==> src/rtl/fb_write_arbiter_pkg.sv <==
// Shared definitions for the framebuffer write arbiter.
//   - default framebuffer geometry
//   - color, coordinate and address widths
//   - ARB/OWN state encoding
package fb_write_arbiter_pkg;

    localparam int PX_WIDTH_DEF  = 160;
    localparam int PX_HEIGHT_DEF = 120;
    localparam int COLOR_W       = 3;
    localparam int COORD_W       = 16;
    localparam int ADDR_W        = 16;

    typedef enum logic {
        ARB = 1'b0,
        OWN = 1'b1
    } state_t;

endpackage

==> src/rtl/fb_write_arbiter_pick.sv <==
// fb_arb_pick: purely combinational winner selection.
// Scans the valid vector starting at index 'start' and wrapping around;
// the first valid requester found wins.
// Ports:
//   valid [N-1:0]  requester valid vector
//   start [PW-1:0] index searched first (highest priority)
//   grant [N-1:0]  one-hot winner, all-zero when nothing is valid
module fb_arb_pick #(
    parameter int N  = 3,
    parameter int PW = 2
) (
    input  logic [N-1:0]  valid,
    input  logic [PW-1:0] start,
    output logic [N-1:0]  grant
);

    always_comb begin
        int   idx;
        logic found;
        grant = '0;
        found = 1'b0;
        idx   = 0;
        for (int i = 0; i < N; i++) begin
            idx = (int'(start) + i) % N;
            if (!found && valid[idx]) begin
                grant[idx] = 1'b1;
                found      = 1'b1;
            end
        end
    end

endmodule

==> src/rtl/fb_write_arbiter.sv <==
// fb_write_arbiter: arbitrates pixel-write packets from several requesters
// onto a single framebuffer write port. A packet (one primitive) owns the
// port from grant until its accepted last beat; beats are clipped against
// the framebuffer bounds and registered onto the memory port.
// Compile-time option:
//   FBARB_RR_EN  defined -> round-robin arbitration (last owner lowest)
//                undefined -> fixed priority, index 0 highest
// Ports:
//   clk, rst          clock, synchronous active-high reset
//   req_valid/ready   per-requester handshake
//   req_x, req_y      per-requester signed 16-bit coordinates (packed)
//   req_color         per-requester 3-bit color (packed)
//   req_last          final beat of the requester's packet
//   mem_we/addr/data  registered framebuffer write port
//   busy              a packet currently owns the port
//   clip_cnt          saturating count of accepted off-screen beats
module fb_write_arbiter
    import fb_write_arbiter_pkg::*;
#(
    parameter int PX_WIDTH  = PX_WIDTH_DEF,
    parameter int PX_HEIGHT = PX_HEIGHT_DEF,
    parameter int N_REQ     = 3
) (
    input  logic                       clk,
    input  logic                       rst,
    input  logic [N_REQ-1:0]           req_valid,
    input  logic [N_REQ*COORD_W-1:0]   req_x,
    input  logic [N_REQ*COORD_W-1:0]   req_y,
    input  logic [N_REQ*COLOR_W-1:0]   req_color,
    input  logic [N_REQ-1:0]           req_last,
    output logic [N_REQ-1:0]           req_ready,
    output logic                       mem_we,
    output logic [ADDR_W-1:0]          mem_addr,
    output logic [COLOR_W-1:0]         mem_data,
    output logic                       busy,
    output logic [15:0]                clip_cnt
);

    localparam int PW = (N_REQ > 1) ? $clog2(N_REQ) : 1;

    state_t                 state_q, state_d;
    logic   [N_REQ-1:0]     owner_q;
    logic   [N_REQ-1:0]     grant;
    logic   [PW-1:0]        start_ptr;

    logic   [COORD_W-1:0]   sel_x, sel_y;
    logic   [COLOR_W-1:0]   sel_color;
    logic                   sel_last;
    logic                   accept;
    logic                   on_screen;
    logic   [ADDR_W-1:0]    addr_calc;

`ifdef FBARB_RR_EN
    logic   [PW-1:0]        rr_ptr_q;
    logic   [PW-1:0]        win_idx;

    always_comb begin
        win_idx = '0;
        for (int i = 0; i < N_REQ; i++) begin
            if (grant[i]) win_idx = PW'(i);
        end
    end

    // Pointer lands one past the newest owner so it becomes lowest priority.
    always_ff @(posedge clk) begin
        if (rst) begin
            rr_ptr_q <= '0;
        end else if (state_q == ARB && |req_valid) begin
            rr_ptr_q <= (int'(win_idx) == N_REQ - 1) ? '0 : win_idx + PW'(1);
        end
    end

    assign start_ptr = rr_ptr_q;
`else
    assign start_ptr = '0;
`endif

    fb_arb_pick #(
        .N  (N_REQ),
        .PW (PW)
    ) u_pick (
        .valid (req_valid),
        .start (start_ptr),
        .grant (grant)
    );

    // owner_q is one-hot in OWN, so OR-reduction acts as the beat mux.
    always_comb begin
        sel_x     = '0;
        sel_y     = '0;
        sel_color = '0;
        sel_last  = 1'b0;
        for (int i = 0; i < N_REQ; i++) begin
            if (owner_q[i]) begin
                sel_x     = sel_x     | req_x[i*COORD_W +: COORD_W];
                sel_y     = sel_y     | req_y[i*COORD_W +: COORD_W];
                sel_color = sel_color | req_color[i*COLOR_W +: COLOR_W];
                sel_last  = sel_last  | req_last[i];
            end
        end
    end

    assign accept    = |(req_valid & req_ready);
    assign on_screen = ($signed(sel_x) >= 16'sd0) &&
                       ($signed(sel_x) <  $signed(16'(PX_WIDTH))) &&
                       ($signed(sel_y) >= 16'sd0) &&
                       ($signed(sel_y) <  $signed(16'(PX_HEIGHT)));
    assign addr_calc = sel_y * 16'(PX_WIDTH) + sel_x;

    always_comb begin
        state_d   = state_q;
        req_ready = '0;
        busy      = 1'b0;
        case (state_q)
            ARB: begin
                if (|req_valid) state_d = OWN;
            end
            OWN: begin
                req_ready = owner_q;
                busy      = 1'b1;
                if (accept && sel_last) state_d = ARB;
            end
            default: state_d = ARB;
        endcase
    end

    always_ff @(posedge clk) begin
        if (rst) begin
            state_q <= ARB;
            owner_q <= '0;
        end else begin
            state_q <= state_d;
            if (state_q == ARB && |req_valid) owner_q <= grant;
        end
    end

    always_ff @(posedge clk) begin
        if (rst) begin
            mem_we   <= 1'b0;
            mem_addr <= '0;
            mem_data <= '0;
            clip_cnt <= '0;
        end else begin
            mem_we <= accept && on_screen;
            if (accept) begin
                mem_addr <= addr_calc;
                mem_data <= sel_color;
                if (!on_screen && clip_cnt != 16'hFFFF) clip_cnt <= clip_cnt + 16'd1;
            end
        end
    end

endmodule

==> config.mk <==
export PLATFORM = sky130hd
export DESIGN_NAME = fb_write_arbiter
export DESIGN_NICKNAME = d
export VERILOG_FILES = /design/src/rtl/fb_write_arbiter_pkg.sv /design/src/rtl/fb_write_arbiter_pick.sv /design/src/rtl/fb_write_arbiter.sv
export SDC_FILE = /design/constraint.sdc
export NUM_CORES = 1
export LEC_CHECK = 0
export ABC_AREA = 1
export CAP_MARGIN = 30
export CORE_ASPECT_RATIO = 1.4
export CORE_UTILIZATION = 25
export CTS_BUF_LIST = sky130_fd_sc_hd__clkbuf_16
export DETAILED_ROUTE_END_ITERATION = 10
export GPL_ROUTABILITY_DRIVEN = 0
export PLACE_DENSITY = 0.63
export SYNTH_ARGS = -nofsm -noshare
export SYNTH_HDL_FRONTEND = slang
export SYNTH_SLANG_ARGS = --single-unit
export TNS_END_PERCENT = 20
==> constraint.sdc <==
create_clock -name clk -period 4.4 [get_ports clk]
set_input_delay 0.44 -clock clk [delete_from_list [all_inputs] [get_ports clk]]
set_output_delay 0.44 -clock clk [all_outputs]
set_load 0.01 [all_outputs]
After elaboration in Yosys (flattened, before gate mapping)

Cells that the tools add are included.
Widths: inputs -> output; s select.

$add $sub $neg: 2
Multipliers: 1
Magnitude comparators: 4
Eq/ne operators: 1
Muxes and demuxes: 22
Bitwise operators: 10
Reductions and logical operators: 15

Operator list:

| operator              | number |
|---|---|
| $mux 16               | 6 |
| $or 16x16->16         | 4 |
| $ge 16x1->1 const B   | 2 |
| $add 16x1->16 const B | 1 |
| $add 16x16->16        | 1 |
| $lt 16x8->1 const B   | 1 |
| $lt 16x9->1 const B   | 1 |
| $mul 16x3->11 const B | 1 |
| $ne 16x16->1 const B  | 1 |
| $mux 3                | 5 |
| $logic_and 1x1->1     | 9 |
| $mux 1                | 9 |
| $or 3x3->3            | 2 |
| $reduce_or 3->1       | 2 |
| $and 3x3->3           | 1 |
| $logic_not 1->1       | 3 |
| $mux 2                | 1 |
| $or 1x1->1            | 2 |
| $pmux 1 s2            | 1 |
| $reduce_and 2->1      | 1 |
| $not 1->1             | 1 |

Register bits after elaboration: 40
Input bits: 113
Output and inout bits: 40
Logic and storage cells: 61

Logic depth before layout (Yosys ltp)

Gate-level depths: netlist of run 1.

Depth after elaboration: 12
Mapped depth: 25
Depth with buffers taken out: 23

Cells and area by module

A second synthesis of run 1 with hierarchy kept.

Cells, all modules: 639
Area, all modules: 3955.0 um2

Modules (own cells, without submodules):

| module           | times used | cells an instance | area an instance (um2) | seq. area each (um2) |
|---|---|---|---|---|
| fb_write_arbiter | 1          | 597               | 3722.3                 | 800.8 |
| fb_arb_pick      | 1          | 42                | 232.7                  | 0.0 |

Least setup slack after synthesis of run 1

OpenSTA, ideal clock, no wires.

Kind: reg-to-reg
From: register owner_q[0]
To: register mem_addr[15]
Library setup time: 109 ps
Arrival time: 3117 ps
Required time: 4291 ps
Path slack: 1174 ps
Stages on the path, launching flop included: 25
Path buffers: 2
Clock period less this slack: 3226 ps
Cells stage by stage: dfxtp_1 buf_6 buf_6 a22o_1 a21oi_1 inv_1 nor2_1 nor2_1 ha_1 fa_1 nand3_1 nand2_1 nand2_1 nand2_1 a21oi_1 xnor2_1 ha_1 nand2_1 nor2_1 nand3b_1 nand3_1 nand3b_1 nand3_1 nand2_1 inv_1

Longest elaborated chain between the ends: 7
Elaborated cells between the ends (all ways): 15
Those cells by class: add/sub (1); mul (1); mux (7); bitwise (5); reduce/logical (1)

Ends and longest elaborated chain:

| element                | line                    | source |
|---|---|---|
| from (decl)            | fb_write_arbiter.sv:42  | `logic [N_REQ-1:0] owner_q;` |
| from (signal assigned) | fb_write_arbiter.sv:133 | `if (state_q == ARB && \|req_valid) owner_q <= grant;` |
| $mux 16                | fb_write_arbiter.sv:94  | `if (owner_q[i]) begin` |
| $or 16x16->16          | fb_write_arbiter.sv:96  | `sel_y = sel_y \| req_y[i*COORD_W +: COORD_W];` |
| $mux 16                | fb_write_arbiter.sv:94  |  |
| $or 16x16->16          | fb_write_arbiter.sv:96  |  |
| $mux 16                | fb_write_arbiter.sv:94  |  |
| $mul 16x3->11          | fb_write_arbiter.sv:108 | `assign addr_calc = sel_y * 16'(PX_WIDTH) + sel_x;` |
| $add 16x16->16         | fb_write_arbiter.sv:108 |  |
| to (signal assigned)   | fb_write_arbiter.sv:146 | `mem_addr <= addr_calc;` |
| to (decl)              | fb_write_arbiter.sv:33  | `output logic [ADDR_W-1:0] mem_addr,` |

Parallel ways exist; a longest one is shown, timed or not.
A chain may end at the register's enable or synchronous reset.

Worst setup path after layout of run 1

From: input req_y[1]
To: register mem_addr[15]

Longest elaborated chain between the ends: 7

Ends and longest elaborated chain:

| element          | line                    | source |
|---|---|---|
| from (decl)      | fb_write_arbiter.sv:28  | `input logic [N_REQ*COORD_W-1:0] req_y,` |
| $mux 16 *        | fb_write_arbiter.sv:94  |  |
| $or 16x16->16    | fb_write_arbiter.sv:96  |  |
| $mux 16 *        | fb_write_arbiter.sv:94  |  |
| $or 16x16->16    | fb_write_arbiter.sv:96  |  |
| $mux 16 *        | fb_write_arbiter.sv:94  |  |
| $mul 16x3->11 *  | fb_write_arbiter.sv:108 |  |
| $add 16x16->16 * | fb_write_arbiter.sv:108 |  |

Every way passes the cells marked *; elsewhere a longest branch is shown, timed or not.

==> results of run 1 <==
cells in the final DEF, fill, tap and decap left out, types with 3 or more instances in the layout:
master and n:
sky130_fd_sc_hd__nand2_1 193, sky130_fd_sc_hd__clkdlybuf4s50_1 152, sky130_fd_sc_hd__inv_1 69, sky130_fd_sc_hd__nand3_1 56
sky130_fd_sc_hd__nor2_1 47, sky130_fd_sc_hd__dfxtp_1 40, sky130_fd_sc_hd__a21oi_1 28, sky130_fd_sc_hd__ha_1 21
sky130_fd_sc_hd__o21ai_0 19, sky130_fd_sc_hd__xor2_1 14, sky130_fd_sc_hd__nand2_2 12, sky130_fd_sc_hd__a21oi_2 10
sky130_fd_sc_hd__buf_4 9, sky130_fd_sc_hd__nor2_2 8, sky130_fd_sc_hd__xnor2_1 8, sky130_fd_sc_hd__nor3_1 7
sky130_fd_sc_hd__nand4_1 6, sky130_fd_sc_hd__a41oi_1 6, sky130_fd_sc_hd__clkbuf_16 5, sky130_fd_sc_hd__nand3_2 4
sky130_fd_sc_hd__o211ai_1 4, sky130_fd_sc_hd__inv_2 3, sky130_fd_sc_hd__or2_2 3, sky130_fd_sc_hd__nand3b_1 3
cell type report:
class	instances	share of cell area (%)
clock buffer	5	2.26
clock inverter	3	0.339
inverter	72	4.89
multi-input combinational	465	45.0
sequential	40	14.5
tap	189	4.28
timing repair buffer	161	28.7
power groups by stage:
stage	registers, mW	clock network [mW]	logic (mW)
4_1_cts	0.388	0.364	0.485
2_1_floorplan	0.397	0	0.280
5_1_grt	0.390	0.383	0.540
3_5_place_dp	0.396	0	0.482
3_3_place_gp	0.396	0	0.483
6_report	0.388	0.361	0.483
cells in the mapped netlist (4+ instances only):
library cell                 n
sky130_fd_sc_hd__o21ai_0    19
sky130_fd_sc_hd__a41oi_1     6
sky130_fd_sc_hd__nor2_2      8
sky130_fd_sc_hd__xor2_1     14
sky130_fd_sc_hd__nand3_1    56
sky130_fd_sc_hd__xnor2_1     8
sky130_fd_sc_hd__a21oi_1    28
sky130_fd_sc_hd__nor2_1     47
sky130_fd_sc_hd__nor3_1      7
sky130_fd_sc_hd__nand4_1     6
sky130_fd_sc_hd__clkbuf_1   10
sky130_fd_sc_hd__dfxtp_1    40
sky130_fd_sc_hd__nand3_2     4
sky130_fd_sc_hd__a21oi_2    10
sky130_fd_sc_hd__nand2_2    12
sky130_fd_sc_hd__buf_6       9
sky130_fd_sc_hd__o211ai_1    4
sky130_fd_sc_hd__nand2_1   193
sky130_fd_sc_hd__ha_1       21
sky130_fd_sc_hd__inv_1      69
registers in the layout, summed over array words and instances (netlist names):
name / flops
state_q: 1
owner_q: 3
mem_we: 1
mem_data: 3
clip_cnt: 16
mem_addr: 16
per-stage QoR:
| stage | util [%] | setup slack [ns] | hold slack (ns) | std cells | area (um2) |
|---|---|---|---|---|---|
| 6_report | 38.1 | 0.733 | 0.484 | 935 | 5530 |
| 4_1_cts | 38.1 | 0.704 | 0.485 | 935 | 5530 |
| 2_1_floorplan | - | 1.17 | 0.483 | 599 | 3730 |
| 3_5_place_dp | 37.1 | 0.425 | 0.471 | 927 | 5390 |
| 5_1_grt | 38.1 | 0.381 | 0.504 | 935 | 5530 |
| 3_3_place_gp | 37.1 | 0.472 | 0.459 | 927 | 5390 |
cells by family (layout without fill, tap and decap cells):
logic type	count (synthesis)	in the layout	synth area share [%]
AO/OA/AOI/OAI	76	76	12.7
XOR/XNOR	22	22	5.16
adder cells (fa/ha/maj)	23	23	8.11
buffers and inverters	94	241	11.9
flip-flops	40	40	21.4
AND/OR/NAND/NOR	344	344	40.7
worst min-delay path by stage:
| stage | startpoint | end | slack, ns | cells past startpoint |
|---|---|---|---|---|
| finish | mem_addr[5] | mem_addr[5] | 0.48 | 2 |
| global route | clip_cnt[14] | clip_cnt[14] | 0.50 | 2 |
| CTS | mem_addr[5] | mem_addr[5] | 0.49 | 2 |
| detailed placement | mem_addr[5] | mem_addr[5] | 0.47 | 2 |
| global placement | mem_addr[5] | mem_addr[5] | 0.46 | 2 |
| floorplan | mem_addr[5] | mem_addr[5] | 0.48 | 2 |
critical path, cell delays in order:
cell and delay, ns:
sky130_fd_sc_hd__clkdlybuf4s50_1 0.40, sky130_fd_sc_hd__a22o_1 0.23, sky130_fd_sc_hd__a21oi_1 0.30, sky130_fd_sc_hd__inv_1 0.13, sky130_fd_sc_hd__nor2_1 0.10, sky130_fd_sc_hd__nor2_1 0.06
sky130_fd_sc_hd__ha_1 0.22, sky130_fd_sc_hd__fa_1 0.40, sky130_fd_sc_hd__nand3_1 0.08, sky130_fd_sc_hd__nand2_1 0.08, sky130_fd_sc_hd__xnor2_1 0.15, sky130_fd_sc_hd__inv_1 0.06
sky130_fd_sc_hd__ha_1 0.33, sky130_fd_sc_hd__inv_1 0.08, sky130_fd_sc_hd__o21ai_0 0.27, sky130_fd_sc_hd__a21oi_1 0.11, sky130_fd_sc_hd__nand3_1 0.11, sky130_fd_sc_hd__nand3b_1 0.11
sky130_fd_sc_hd__nand3_1 0.06, sky130_fd_sc_hd__nand2_1 0.08, sky130_fd_sc_hd__inv_1 0.04
metal layers:
metal | track usage, % | vias to the layer above
met5 | 0 | -
met2 | 31.1 | 130
met4 | 4.01 | 0
met3 | 3.30 | 14
li1 | - | 2210
met1 | 18.1 | 1844
==> results.md, run 1 <==
- The yosys synthesis warning count is 0.
- The core box area is 14500 um2.
- The floorplan step set the die height to 147 um.
- The worst reg2reg path depth is 21.
- The final routed wire length divided by cell count is 13.6 um.
- For this run, the post-layout net count is 881.
- The via count of the routed design is approximately 4200.
- Clock tree synthesis inserted a total of 5 buffers.
- Measured against its own limit, the worst slew margin works out to approximately half.
- The DRC violation count after routing is 0.
- For this run the aggregate overflow at the end of global routing stands at 0.
- The number of flops mapped to enable cells by yosys is 0.
- The power per cell area is 223 nW/um2.
- After legalization and detailed placement, the total HPWL measured a little over 10000 um.
- The critical path data required time is 4.59 ns.
- Registers are responsible for 31.5% of the overall power.
- The startpoint identified for the worst register-to-register timing path is owner_q[2].
- The start point of the critical path is req_y[1].
- The max-slew violation total from the final report was 0.
- The flow ran to the end, and the final reports show no timing, DRC or antenna violations.
- The length of the first detailed-routing pass in iterations is 4.
- Summed over all cells, the static leakage comes to 2.56 nW.
- The total met2 wirelength after detailed routing is 6330 um.
- Summing every instance area after synthesis gives 3730 um2.
- The pin count of the biggest net entering global routing is 38.
- The clock tree buffer depth is 2.
- The overall track demand over capacity in global routing is 16.3%.
- The setup check on the worst reg-to-reg path leaves a slack of 0.77 ns.
- The async set-or-reset flop fraction in the synthesized netlist is 0%.
- Per report_power, the clock group accounts for 29.3% of the total.
- The final hold violation count was 0.
- After clock tree synthesis, the repair step resized 0 gates.
- Between clock sinks in the finished design, the worst skew comes to 0.00505 ns.
- Along the worst path, the maximum fanout reaches 4.
- Each instance of the synthesized netlist takes up on average 6.24 um2.
- The type of destination of the critical path is a register.
- The total internal power is 0.812 mW.
- IR analysis of the VDD net gives a maximum drop of between 0.00015 and 0.0002 V.
- Post-CTS timing repair inserted 0 buffers for setup.
- The net switching fraction of the power is 34.1%.
- Setup repair after global routing left no endpoint under its margin.
- The post-route setup TNS is 0 ns.
- After filler insertion, the fill cell instance count of the layout stands at 1597.
- The share of total power dissipated in combinational logic is 39.2%.
- The number of cells produced by synthesis is 599.
- The die is 105 um wide.
- For this configuration, the core starts out at a cell density of about a quarter.
- The routed via count divided by cell count is about 4.5.
- The number of cell rows is 52.
- The worst setup path is launched from a primary input.
- The synthesized design devotes to its leading area cell type ~21% of total area.
- The slew at the pin closest to its max-slew limit is 0.739 ns.
- The register area is 801 um2.
- Pin placement for this block handled 153 I/O pins.
- The time the final worst path needs with I/O delays and setup is 3.67 ns.
- After synthesis, the cell types taking the most area are sky130_fd_sc_hd__dfxtp_1 (21%), sky130_fd_sc_hd__nand2_1 (19%), sky130_fd_sc_hd__nand3_1 (7.5%).
- The clock reaches the later pin of the worst-skew pair after 0.28 ns.
- The clock transition at the register clock pins on the worst setup and hold paths after CTS is 0.06 ns.
- The port buffer count is 152.
- The net load switching power is 0.419 mW.
- The count of antenna diodes in the layout is 0.
- The library cell occupying the most area in the post-synthesis netlist is sky130_fd_sc_hd__dfxtp_1.
- The critical path arrival is around 3.9 ns.
- The class of the tightest hold or removal check is reg2reg.
- The worst setup path endpoint is mem_addr[15].
- The unique cell type count in the Yosys netlist is 37.
- After layout, the design draws a total of 1.23 mW.
- The residual antenna-violating net count after detailed routing is 0.
- The setup-violating endpoint count in the final report is 0.
- The first global-routing pass estimated 20300 um of wire.
- In this run the critical register-to-register path is captured at mem_addr[15].
- The fmax is about 0.27 GHz.
- The count of clock tree sinks is 40.
- The H-tree was split into 2 levels.
- The clock tree from TritonCTS is done.
- The count of routing violations after the opening detailed-route iteration is between 100 and 150.
- The routed design uses a little under 800 um of met3 wire.
- After clock tree synthesis, the flow added hold-fix buffers numbering 0.
- The critical path is of the in2reg type.
- The highest metal layer used by the detailed router is met4.
- The final layout contains routed wiring with a total length of 12700 um.
- In this run the clock root is driven by a sky130_fd_sc_hd__clkbuf_16.
- The met1 layer wirelength in the final routing is approximately 5400 um.
- The initial antenna violation count is 0.
- The die covers 15400 um2.
- The footprint of the multi-input gates is 2490 um2.
- The total nets after synthesis is 735.
- In this run, synthesis produced a sequential element count of 40.
- The post-route fraction of the period consumed by the critical path is 83.3%.
- The via count of the first global-routing pass is 4220.
- The fraction of final layout cells sized beyond drive strength 1 is under 10%.
- From synthesis to final layout, the design area changed by 48.1%.
- Sequential elements use a little over a fifth of the synthesized area.
- In the synthesized netlist the dominant register cell turns out to be sky130_fd_sc_hd__dfxtp_1.
- Across the run, the number of max-cap violations was 0.
Note: power is estimated with default switching activity, not from simulation.
==> inputs of run 2 (changes only) <==
Clock period 4.4 ns to 3.6 ns, I/O delays scaled along.
==> results.md, run 2 (same netlist as run 1, synthesis figures left out) <==
- The endpoint of the worst hold path is mem_addr[5] (unchanged).
- The critical path arrival is 3.48 ns (was 3.85 ns).
- The initial antenna violation count came to 0 (unchanged).
- The core box area was 14500 um2 (unchanged).
- The length of the first detailed-routing pass in iterations is 4 (unchanged).
- The worst reg2reg path depth is 22 (was 21).
- The count of clock tree sinks is 40 (unchanged).
- The clock tree from TritonCTS is done (unchanged).
- The reported max-cap violation count is 0 (unchanged).
- The net count of the finished layout is 897 (was 881).
- The largest clock skew in the final design is 0.00474 ns (was 0.00505 ns).
- The sum of net half-perimeters after detailed placement came to 10200 um (was 10100 um).
- The class of the tightest hold or removal check is reg2reg (unchanged).
- The number of cell rows was 52 (unchanged).
- The net load switching power came to 0.511 mW (was 0.419 mW).
- The relative slew slack is 66.3% (was 50.7%).
- The maximum net fanout on the critical path was 3 (was 4).
- The DRC violation count after routing is 0 (unchanged).
- The power per cell area is 270 nW/um2 (was 223 nW/um2).
- The overall track demand over capacity in global routing is 16.4% (was 16.3%).
- The x dimension of the die is 105 um (unchanged).
- RSZ-0062 raised after global routing: false (unchanged).
- The via count of the routed design came to 4291 (was 4198).
- Commonest non-fill, non-tap cells in the layout: sky130_fd_sc_hd__nand2_1 (193), sky130_fd_sc_hd__clkdlybuf4s50_1 (152), sky130_fd_sc_hd__inv_1 (68), sky130_fd_sc_hd__nand3_1 (56), sky130_fd_sc_hd__nor2_1 (47) (was sky130_fd_sc_hd__nand2_1 (193), sky130_fd_sc_hd__clkdlybuf4s50_1 (152), sky130_fd_sc_hd__inv_1 (69), sky130_fd_sc_hd__nand3_1 (56), sky130_fd_sc_hd__nor2_1 (47)).
- The area added between synthesis and finish was 51.8% (was 48.1%).
- The fraction of power consumed by combinational cells was 41.1% (was 39.2%).
- Largest regs: clip_cnt (16), mem_addr (16) (unchanged).
- The count of cells along the worst hold path is 2 (unchanged).
- The setup slack on the worst flop-to-flop path was 0.39 ns (was 0.77 ns).
- The total internal power is 1.02 mW (was 0.812 mW).
- The final hold violation count is 0 (unchanged).
- The post-route setup TNS is 0 ns (unchanged).
- The setup-violating endpoint count in the final report is 0 (unchanged).
- Outcome: finished, final reports clean (unchanged).
- Based on the critical path, the design can be clocked at up to between 0.3 and 0.4 GHz.
- The fraction of final layout cells sized beyond drive strength 1 was 10.8% (was 8.18%).
- The time the final worst path needs with I/O delays and setup is roughly 3.3 ns.
- The final routed wire length divided by cell count came to 13.4 um (was 13.6 um).
- The slew at the pin closest to its max-slew limit is 0.505 ns (was 0.739 ns).
- The residual antenna-violating net count after detailed routing came to 0 (unchanged).
- The first-pass GRT wire length came to 20300 um (unchanged).
- The post-layout instance count excluding filler cells came to 951 (was 935).
- The post-route fraction of the period consumed by the critical path is 91.8%.
- The count of antenna diodes in the layout is 0 (unchanged).
- The number of placed cells counting well taps came to 943 (was 927).
- The sequential fraction of design power is 30.9% (was 31.5%).
- The power after layout is 1.53 mW (was 1.23 mW).
- The start point of the worst min-delay path is mem_addr[5] (unchanged).
- The via count of the first global-routing pass is 4227 (was 4220).
- The port buffer count is 152 (unchanged).
- The type of destination of the critical path is a register (unchanged).
- The kind of start point of the critical path is a primary input (unchanged).
- The clock tree buffer depth is 2 (unchanged).
- The number of buffers inserted during clock tree synthesis is 5 (unchanged).
- The launch instance of the worst register-to-register path is owner_q[1] (was owner_q[2]).
- The most common cell after layout, fill and taps aside is sky130_fd_sc_hd__nand2_1 (unchanged).
- The maximum level of the CTS H-tree came to 2 (unchanged).
- The worst IR drop on VDD is 0.000227 V (was 0.000152 V).
- The effective utilization at floorplan is 25.7% (unchanged).
- The clock tree root buffer cell is sky130_fd_sc_hd__clkbuf_16 (unchanged).
- The insertion delay to the later sink of the worst-skew pair is 0.28 ns (about the same).
- The leakage power of the design is 2.64 nW (was 2.56 nW).
- The endpoint of the lowest-slack register-to-register path is mem_addr[13] (was mem_addr[15]).
- The die outline area is 15400 um2 (unchanged).
- The clock transition at the register clock pins on the worst setup and hold paths after CTS is 0.06 ns (about the same).
- The routed via count divided by cell count is 4.51 (was 4.49).
- The critical path data required time is 3.78 ns (was 4.59 ns).
- The type of the worst setup path was in2reg (unchanged).
- The remaining global-route overflow came to 0 (unchanged).
- The I/O pin count is 153 (unchanged).
- The post-detailed-placement cell area is 5510 um2 (was 5390 um2).
- The post-route cell area is 5670 um2 (was 5530 um2).
- The clock network fraction of total power is 28.0% (was 29.3%).
- The pin count of the biggest net entering global routing is 37 (was 38).
- The post-CTS setup buffer count is 0 (unchanged).
- The count of routing violations after the opening detailed-route iteration is 160 (was 143).
- The overall routed net length is 12700 um (about the same).
- The max-slew violation total from the final report is 0 (unchanged).
- The vertical die dimension is 147 um (unchanged).
- The net switching fraction of the power is 33.3% (was 34.1%).
[run 2: final cells by class]
| cell class | instances | area (um2) |
|---|---|---|
| Timing Repair Buffer | 177 | 1720 |
| Clock inverter | 3 | 13.8 |
| Sequential cell | 40 | 805 |
| Fill cell | 1522 | 8840 |
| Tap cell | 189 | 236 |
| Multi-Input combinational cell | 465 | 2500 |
| Inverter | 72 | 270 |
| Clock buffer | 5 | 125 |
[run 2: power by group through the flow]
stage	combinational, mW	sequential, mW	clock (mW)
floorplan	0.342	0.485	0
global placement	0.629	0.484	0
detailed placement	0.629	0.483	0
global route	0.702	0.477	0.462
CTS	0.633	0.474	0.437
finish	0.630	0.474	0.429
[run 2: per-layer routing]
layer	vias up	GRT usage (%)	routed length, um
li1	2252	-	-
met1	1900	18.6	5310
met2	130	30.7	6460
met3	9	3.62	823
met4	0	3.66	146
met5	-	0	0
[run 2: worst max path at each step]
stage	start	endpoint	slack, ns	depth (start not counted)
6_report	req_y[17]	mem_addr[13]	0.29	24
3_5_place_dp	req_y[1]	mem_addr[15]	-0.09	23
3_3_place_gp	req_y[1]	mem_addr[15]	-0.04	23
4_1_cts	req_y[1]	mem_addr[15]	0.19	23
2_1_floorplan	owner_q[0]	mem_addr[15]	0.37	24
5_1_grt	req_y[17]	mem_addr[15]	0.01	25
[run 2: critical path, stage by stage]
cell and delay [ns]:
sky130_fd_sc_hd__clkdlybuf4s50_1 0.47, sky130_fd_sc_hd__a22o_1 0.14, sky130_fd_sc_hd__a21oi_2 0.05, sky130_fd_sc_hd__inv_1 0.08, sky130_fd_sc_hd__buf_4 0.11, sky130_fd_sc_hd__nand2_1 0.05, sky130_fd_sc_hd__inv_2 0.08, sky130_fd_sc_hd__nor2_1 0.05
sky130_fd_sc_hd__ha_1 0.22, sky130_fd_sc_hd__fa_1 0.38, sky130_fd_sc_hd__nand3_1 0.08, sky130_fd_sc_hd__nand2_1 0.08, sky130_fd_sc_hd__xnor2_1 0.14, sky130_fd_sc_hd__inv_1 0.05, sky130_fd_sc_hd__ha_1 0.30, sky130_fd_sc_hd__buf_4 0.14
sky130_fd_sc_hd__nand2_1 0.07, sky130_fd_sc_hd__inv_1 0.06, sky130_fd_sc_hd__a21oi_1 0.21, sky130_fd_sc_hd__nand2_1 0.08, sky130_fd_sc_hd__nand2_1 0.06, sky130_fd_sc_hd__nand3_1 0.06, sky130_fd_sc_hd__o211ai_1 0.09, sky130_fd_sc_hd__inv_1 0.05
[run 2: what timing repair did]
item	in CTS	in global routing
setup endpoints to repair	0	3
resized for setup	0	10
hold buffers	0	0
endpoints found under the hold margin	0	0
[run 2: metrics by stage]
stage	setup slack (ns)	util, %	hold WS, ns
2_1_floorplan	0.374	-	0.483
3_3_place_gp	-0.0382	38.0	0.452
3_5_place_dp	-0.0920	38.0	0.468
4_1_cts	0.185	38.9	0.478
5_1_grt	0.0117	39.1	0.509
6_report	0.294	39.1	0.477
==> inputs of run 3 (changes only) <==
Clock period 3.6 ns to 4.2 ns, I/O delays scaled along.
==> results.md, run 3 (same netlist as run 1, synthesis figures left out) <==
- Outcome: finished, final reports clean (unchanged).
- The start point of the worst min-delay path is mem_addr[5] (unchanged).
- The number of buffers inserted during clock tree synthesis came to 5 (unchanged).
- The met2 usage in global routing is 30.8% (was 30.7%).
- CP Cell Sequence: clkdlybuf4s50_1, a22o_1, a21oi_1, inv_1, nor2_1, nor2_1, ha_1, fa_1, nand3_1, nand2_1, xnor2_1, inv_1, ha_1, inv_1, o21ai_0, a21oi_1, nand3_1, nand3b_1, nand3_1, nand2_1, inv_1 (was clkdlybuf4s50_1, a22o_1, a21oi_2, inv_1, buf_4, nand2_1, inv_2, nor2_1, ha_1, fa_1, nand3_1, nand2_1, xnor2_1, inv_1, ha_1, buf_4, nand2_1, inv_1, a21oi_1, nand2_1, nand2_1, nand3_1, o211ai_1, inv_1).
- The maximum level of the CTS H-tree was 2 (unchanged).
- The most common cell after layout, fill and taps aside is sky130_fd_sc_hd__nand2_1 (unchanged).
- The post-route setup TNS is 0 ns (unchanged).
- The power after layout came to 1.34 mW (was 1.53 mW).
- The insertion delay to the later sink of the worst-skew pair is 0.28 ns (about the same).
- The residual antenna-violating net count after detailed routing is 0 (unchanged).
- The fraction of final layout cells sized beyond drive strength 1 was 8.16% (was 10.8%).
- The final critical path takes up a little over four fifths of the cycle.
- The core utilization of the finished layout is 38.4% (was 39.1%).
- The critical path data required time is 4.38 ns (was 3.78 ns).
- The length of the first detailed-routing pass in iterations came to 4 (unchanged).
- The count of cells along the worst hold path was 2 (unchanged).
- The clock transition at the register clock pins on the worst setup and hold paths after CTS is 0.06 ns (about the same).
- The type of the worst setup path is in2reg (unchanged).
- The vertical die dimension is 147 um (unchanged).
- The pin count of the biggest net entering global routing is 38 (was 37).
- The final hold violation count is 0 (unchanged).
- The global-route track usage on met1 is 17.8% (was 18.6%).
- The count of routing violations after the opening detailed-route iteration is 179 (was 160).
- The start point of the critical path is req_y[1] (was req_y[17]).
- The combined buffer and inverter count along the critical path came to 5 (was 8).
- The busiest layer in global routing is met2 (unchanged).
- The pre-CTS setup slack is 0.318 ns (was -0.0920 ns).
- The type of destination of the critical path is a register (unchanged).
- The kind of cell with the highest combined delay on the critical path was adder cells (was buffers and inverters).
- The routed via count divided by cell count is 4.50 (was 4.51).
- The via count of the first global-routing pass is 4103 (was 4227).
- The largest stage delay on the critical path is 0.40 ns (was 0.47 ns).
- The relative slew slack is 57.5% (was 66.3%).
- The leakage power of the design is 2.58 nW (was 2.64 nW).
- The die outline area is 15400 um2 (unchanged).
- The met3 usage came to 3.48% (was 3.62%).
- The critical path arrival is 3.75 ns (was 3.48 ns).
- The count of hold-fix buffers inserted at cts was 0 (unchanged).
- The overall routed net length is 12500 um (was 12700 um).
- The overall track demand over capacity in global routing is 16.3% (was 16.4%).
- The count of antenna diodes in the layout is 0 (unchanged).
- The class of the tightest hold or removal check is reg2reg (unchanged).
- The initial antenna violation count was 0 (unchanged).
- The worst reg2reg path depth is 21 (was 22).
- The setup slack on the worst flop-to-flop path is 0.69 ns (was 0.39 ns).
- The clock tree root buffer cell was sky130_fd_sc_hd__clkbuf_16 (unchanged).
- The number of cell rows is 52 (unchanged).
- The core box area was 14500 um2 (unchanged).
- The sum of net half-perimeters after detailed placement is 10100 um (was 10200 um).
- The maximum net fanout on the critical path came to 4 (was 3).
- The area added between synthesis and finish is 49.3% (was 51.8%).
- The time the final worst path needs with I/O delays and setup is around 3.6 ns.
- The port buffer count is 152 (unchanged).
- The worst IR drop on VDD is 0.000153 V (was 0.000227 V).
- The clock tree buffer depth was 2 (unchanged).
- The power per cell area is 240 nW/um2 (was 270 nW/um2).
- The cell type with the highest occurrence count on the critical path is sky130_fd_sc_hd__inv_1 (was sky130_fd_sc_hd__nand2_1).
- The worst-path cell with the longest stage delay is sky130_fd_sc_hd__clkdlybuf4s50_1 (unchanged).
- The launch instance of the worst register-to-register path is owner_q[0] (was owner_q[1]).
- The worst setup slack after layout came to 0.637 ns (was 0.294 ns).
- The x dimension of the die is 105 um (unchanged).
- The largest clock skew in the final design came to 0.00292 ns (was 0.00474 ns).
- The remaining global-route overflow was 0 (unchanged).
- The first-pass GRT wire length is 20000 um (was 20300 um).
- The kind of start point of the critical path is a primary input (unchanged).
- The fmax is 0.281 GHz.
- The post-CTS setup buffer count was 0 (unchanged).
- The via count of the routed design was 4212 (was 4291).
- The reported max-cap violation count is 0 (unchanged).
- The clock tree from TritonCTS is done (unchanged).
- The effective utilization at floorplan came to 25.7% (unchanged).
- The net count of the finished layout is 883 (was 897).
- The I/O pin count was 153 (unchanged).
- The DRC violation count after routing is 0 (unchanged).
- The post-CTS resize count is 0 (unchanged).
- The endpoint of the lowest-slack register-to-register path is mem_addr[15] (was mem_addr[13]).
- The count of clock tree sinks came to 40 (unchanged).
- RSZ-0062 raised after global routing: false (unchanged).
- The max-slew violation total from the final report is 0 (unchanged).
- Largest regs: clip_cnt (16), mem_addr (16) (unchanged).
- Commonest non-fill, non-tap cells in the layout: sky130_fd_sc_hd__nand2_1 (193), sky130_fd_sc_hd__clkdlybuf4s50_1 (152), sky130_fd_sc_hd__inv_1 (69), sky130_fd_sc_hd__nand3_1 (56), sky130_fd_sc_hd__nor2_1 (47) (was sky130_fd_sc_hd__nand2_1 (193), sky130_fd_sc_hd__clkdlybuf4s50_1 (152), sky130_fd_sc_hd__inv_1 (68), sky130_fd_sc_hd__nand3_1 (56), sky130_fd_sc_hd__nor2_1 (47)).
- The final routed wire length divided by cell count is 13.4 um (about the same).
- The slew at the pin closest to its max-slew limit is 0.636 ns (was 0.505 ns).
- The setup-violating endpoint count in the final report is 0 (unchanged).
- The endpoint of the worst hold path is mem_addr[5] (unchanged).
==> run 3: changes by cell type in the layout (fill, tap and decap cells not counted), sizes merged <==
cell / before / now
buf: 25 / 11
bufinv: 0 / 1
clkinv: 3 / 2
==> run 3: cell type report <==
type                            count  area (um2)
Fill cell                        1550        8930
Multi-Input combinational cell    465        2490
Inverter                           72         270
Sequential cell                    40         801
Clock buffer                        5         125
Timing Repair Buffer              163        1620
Tap cell                          189         236
Clock inverter                      3        37.5
==> run 3: worst max path at each step <==
stage | slack, ns | end | depth (start not counted)
6_report | 0.64 | mem_addr[15] | 21
3_5_place_dp | 0.32 | mem_addr[15] | 21
4_1_cts | 0.60 | mem_addr[15] | 21
5_1_grt | 0.33 | mem_addr[15] | 21
3_3_place_gp | 0.40 | mem_addr[15] | 21
2_1_floorplan | 0.97 | mem_addr[15] | 24
==> run 3: stage by stage <==
stage | instance area, um2 | hold WS (ns) | cells
finish | 5580 | 0.469 | 937
floorplan | 3730 | 0.483 | 599
global route | 5580 | 0.507 | 937
CTS | 5580 | 0.469 | 937
global placement | 5410 | 0.454 | 929
detailed placement | 5410 | 0.453 | 929
==> run 3: worst register-to-register path: cells and delay by family (launching register included) <==
| kind | cells | cell delay, ns |
|---|---|---|
| AO/OA/AOI/OAI | 2 | 0.43 |
| XOR/XNOR | 1 | 0.14 |
| adder cells (fa/ha/maj) | 3 | 0.95 |
| buffers and inverters | 5 | 0.51 |
| flip-flops | 1 | 0.53 |
| AND/OR/NAND/NOR | 10 | 0.88 |
==> run 3: where the power goes <==
part / switching [mW] / internal [mW] / total [mW]
combinational: 0.264 / 0.240 / 0.504
sequential: 0.0130 / 0.394 / 0.407
clock: 0.152 / 0.276 / 0.428
==> run 3: per-layer routing <==
metal / up-vias / part of all wire [%]
li1: 2206 / -
met1: 1849 / 42
met2: 143 / 50
met3: 14 / 6.5
met4: 0 / 1.6
met5: - / 0
